**config.mk**
```make
export PLATFORM = sky130hd
export DESIGN_NAME = mux2_arbiter
export DESIGN_NICKNAME = d
export VERILOG_FILES = /design/src/rtl/mux2_arbiter.sv
export SDC_FILE = /design/constraint.sdc
export NUM_CORES = 1
export LEC_CHECK = 0
export ABC_AREA = 1
export BUFFER_PORTS_ARGS = -buffer_cell sky130_fd_sc_hd__clkbuf_2
export CAP_MARGIN = 20
export CORE_MARGIN = 2
export CORE_UTILIZATION = 39
export CTS_CLUSTER_SIZE = 40
export DETAILED_ROUTE_END_ITERATION = 6
export PLACE_DENSITY = 0.8
export SYNTH_ARGS = -nofsm -noshare
export SYNTH_HDL_FRONTEND = slang
export SYNTH_SLANG_ARGS = --single-unit
```
**constraint.sdc**
```tcl
create_clock -name clk -period 1.8 [get_ports clk]
set_input_delay 0.45 -clock clk [delete_from_list [all_inputs] [get_ports clk]]
set_output_delay 0.45 -clock clk [all_outputs]
set_load 0.05 [all_outputs]
```
**src/rtl/mux2_arbiter.sv**
```systemverilog
// rtl/mux2_arbiter.sv - round-robin arbiter driving the select of a shared 2:1 data mux
module mux2_arbiter #(
    parameter int WIDTH    = 16,
    parameter int MAX_HOLD = 4
) (
    input  logic             clk,
    input  logic             rst_n,
    input  logic             req0,
    input  logic             req1,
    input  logic [WIDTH-1:0] in0,
    input  logic [WIDTH-1:0] in1,
    output logic             gnt0,
    output logic             gnt1,
    output logic             sel,
    output logic [WIDTH-1:0] out,
    output logic             out_valid
);

    typedef enum logic [1:0] {
        IDLE   = 2'd0,
        GRANT0 = 2'd1,
        GRANT1 = 2'd2
    } state_t;

    // hold_cnt value at which a contested grant must be handed over
    localparam logic [3:0] HOLD_LAST = 4'(MAX_HOLD - 1);

    state_t     state;
    state_t     state_nxt;
    logic [3:0] hold_cnt;
    logic       last;

    // Next-state decision: alternate on ties, release on drop, force a switch after MAX_HOLD contested cycles
    always_comb begin
        state_nxt = state;
        case (state)
            IDLE: begin
                if (req0 && req1)
                    state_nxt = last ? GRANT0 : GRANT1;
                else if (req0)
                    state_nxt = GRANT0;
                else if (req1)
                    state_nxt = GRANT1;
            end
            GRANT0: begin
                if (!req0)
                    state_nxt = req1 ? GRANT1 : IDLE;
                else if (req1 && hold_cnt == HOLD_LAST)
                    state_nxt = GRANT1;
            end
            GRANT1: begin
                if (!req1)
                    state_nxt = req0 ? GRANT0 : IDLE;
                else if (req0 && hold_cnt == HOLD_LAST)
                    state_nxt = GRANT0;
            end
            default: state_nxt = IDLE;
        endcase
    end

    // State, registered grants/select and the hold counter; entering a grant restarts the count
    always_ff @(posedge clk or negedge rst_n) begin
        if (!rst_n) begin
            state     <= IDLE;
            gnt0      <= 1'b0;
            gnt1      <= 1'b0;
            out_valid <= 1'b0;
            sel       <= 1'b0;
            hold_cnt  <= 4'd0;
            last      <= 1'b1;
        end else begin
            state     <= state_nxt;
            gnt0      <= (state_nxt == GRANT0);
            gnt1      <= (state_nxt == GRANT1);
            out_valid <= (state_nxt != IDLE);
            if (state_nxt != IDLE && state_nxt != state) begin
                sel      <= (state_nxt == GRANT1);
                last     <= (state_nxt == GRANT1);
                hold_cnt <= 4'd0;
            end else if (state_nxt != IDLE && hold_cnt != HOLD_LAST) begin
                hold_cnt <= hold_cnt + 4'd1;
            end
        end
    end

    assign out = sel ? in1 : in0;

endmodule

```
==> results.md <==
* Fill cells at 175
* Initial Util at 40.5%
* Status: finished, final reports clean
* CP max stage delay at 410 ps
* Startpoint class of the critical path: flop
* Number of enable flip-flop cells after synthesis at 0
* Final Cycle Share at 96.0%
* Pwr dens at 2010 nW/um^2
* Vias in the first global route at 838
* Final non-filler cell total at 201
* Syn nets at 154
* Top Ports at 56
* Pre-CTS WS at 304 ps
* Post-DR wirelength/cell at 10.3 um
* Rel. slew slack at 81.0%
* Die H at 48.4 um
* Yosys warning count at 0
* Slowest cell on crit path: dfrtp_2
* Cell taking the most area after synthesis: dfrtp_1
* Hold slack at 37.6 ps
* Area growth, synth to finish at 48.0%
* Remaining antenna violation count after routing at 0
* Sw Share at 62.4%
* CTS clk-pin slew, worst paths at 70 ps
* Comb pwr share at 74.4%
* Via count at 928
* Synth top area cells: dfrtp_1 (33%), nand2_1 (29%), nand3_1 (5.2%)
* Die area at 2340 sq um
* Setup ws final at 71.2 ps
* FFs w/ async S/R, synth at 100%
* Worst Hold Class: primary input to asynchronous set/reset pin
* Post-Syn Instances at 117
* Port bufs at 55
* Count leader, synth: nand2_1
* Max cap viols at 0
* Pins Over Slew Limit at 0
* Post-synthesis sequential area ratio at 35.9%
* Critical path type: flop to output pin
* Buf+Inv Stages, Crit Path at 2
* DR pass1 iterations at 4
* Seq cells post-synth at 11
* CTS tree: yes
* Hold_buf cts at 0
* Mapped Area at 769 sq um
* Pleak at 0.000711 uW
* Skew-Pair Late Insertion Delay at 270 ps
* Worst slew pin tran at 286 ps
* Syn avg cell area at 6.58 sq um
* Fmax at 0.578 GHz
* Clock Skews at 6.38 ps
* Post-route DRC at 0
* First-pass GRT wire length at 3.55 mm
* # Post-CTS Setup Buffers at 0
* Num CTS Buffers at 3
* Sw power at 1430 uW
* Nets at 212
* Drt total wl at 2.08 mm
* CP arrival at 1280 ps
* Share of layout cells above drive strength 1 at 46.6%
* CTS-repair resized insts at 1
* DP Cell Count at 197
* Internal cell power at 862 uW
* CTS root buf: clkbuf_4
* 1st-iter DRT viols at 19
* Rows at 16
* Family with the most delay on the worst path: buffers and inverters
* H-tree depth at 1
* Minimum clock period at 1730 ps
* Peak VDD IR at 0.995 mV
* Largest net degree at the start of global routing at 18
* CTS Sinks at 11
* Gr ovfl total at 0
* Design area at 1140 sq um
* Diodes inserted at 0
* Final Hold Vio Count at 0
* Number of antenna violations at the first check in global routing at 0
* CP Capture Type: output pin
* Chip width at 48.4 um
* DPL Wire Length at 1.66 mm
* Sequential Power Share at 18.3%
* Clock buffer depth at 2
* Ys flop type: dfrtp_1
* GP Congestion at 0.782
* Area post-placement at 1100 sq um
* Clock network power share at 7.4%
* Cell Chain, Critical Path: clkinv_2, nand2_1, nand2_2, buf_2
* Synth cell types at 17
* Synth cell count leaders: nand2_1 (60), dfrtp_1 (10), inv_1 (9), nand3_1 (8), nor2_1 (7)
* DR vias/cell at 4.62
* Post-synth top area share at 32.5%
* Max FO, Critical Path at 17
* Worst Path Required at 1350 ps
* # setup viols final at 0
* Tot Pwr at 2290 uW
* CORE AREA at 1900 sq um
* Total GRT Usage at 19.3%
## state kept, by name, indices dropped and copies added, names as in the netlist
register / cells
sel: 1
gnt0: 1
gnt1: 1
hold_cnt: 4
last: 1
state: 2
out_valid: 1
## area by class of cell
class	instances	area, sq um	area share, %
Multi-Input combinational cell	93	472	41.4
Timing Repair Buffer	56	290	25.5
Sequential cell	11	278	24.4
Inverter	10	38.8	3.41
Tap cell	27	33.8	2.97
Clock buffer	4	26.3	2.31
## path summary, 6_finish.rpt
| check | from | to | slack (ps) | cells after the start |
|---|---|---|---|---|
| max | sel$_DFFE_PN0P_ | out[12] | 70 | 4 |
| min | rst_n | hold_cnt[3]$_DFFE_PN0P_ | 40 | 1 |
| max reg2reg | hold_cnt[0]$_DFFE_PN0P_ | hold_cnt[3]$_DFFE_PN0P_ | 280 | 10 |
| min reg2reg | last$_DFFE_PN1P_ | last$_DFFE_PN1P_ | 480 | 2 |
| max in group asynchronous | rst_n | last$_DFFE_PN1P_ | 1490 | 1 |
| min in group clk | last$_DFFE_PN1P_ | last$_DFFE_PN1P_ | 480 | 2 |
## worst reg2reg max path, cell delays in order, from the launching register on
cell and delay, ps:
dfrtp_1 410, ha_1 260, nand3_1 100, nand2_1 70, nand2_1 80, nand2_2 100
nor2_4 140, nand2_4 90, nand2_4 80, nand3_1 80, nand2_1 70
## per-stage QoR
| step | TNS, ps | utilization (%) |
|---|---|---|
| 4_1_cts | 0 | 59.5 |
| 3_3_place_gp | 0 | 58.0 |
| 6_report | 0 | 59.9 |
| 5_1_grt | -19.6 | 59.9 |
| 3_5_place_dp | 0 | 58.0 |
| 2_1_floorplan | 0 | - |
## cells in the final DEF, fill, tap and decap left out, drive strengths merged
cell,n
o211ai,1
buf,7
inv,9
nand4,4
nor2,10
xor2,2
dfstp,1
clkbuf,53
clkinv,1
dfrtp,10
nand2,65
o21ai,1
nor3,1
nand3,8
ha,1
## routing by layer
metal | global-route usage, % | share of wire [%] | up-vias
li1 | - | - | 476
met1 | 22.0 | 37 | 400
met2 | 33.1 | 51 | 50
met3 | 6.17 | 11 | 2
met4 | 8.57 | 0.34 | 0
met5 | 0 | 0 | -
## cells by family after synthesis
group	after synthesis	synth area share, %
DFF	11	35.9
buffers and inverters	13	6.34
and+or+nand+nor	88	52.2
AOI/OAI and AO/OA	2	1.63
adders and majority gates	1	1.63
xor gates and xnor gates	2	2.28
## power by group through the flow
stage	sequential, uW	combinational [uW]	clock (uW)
after CTS	418	1710	177
after floorplan	566	1210	0
final	419	1710	169
after global placement	422	1660	0
after global routing	433	1850	189
after detailed placement	421	1700	0
Power figures use the tool's default switching activity.
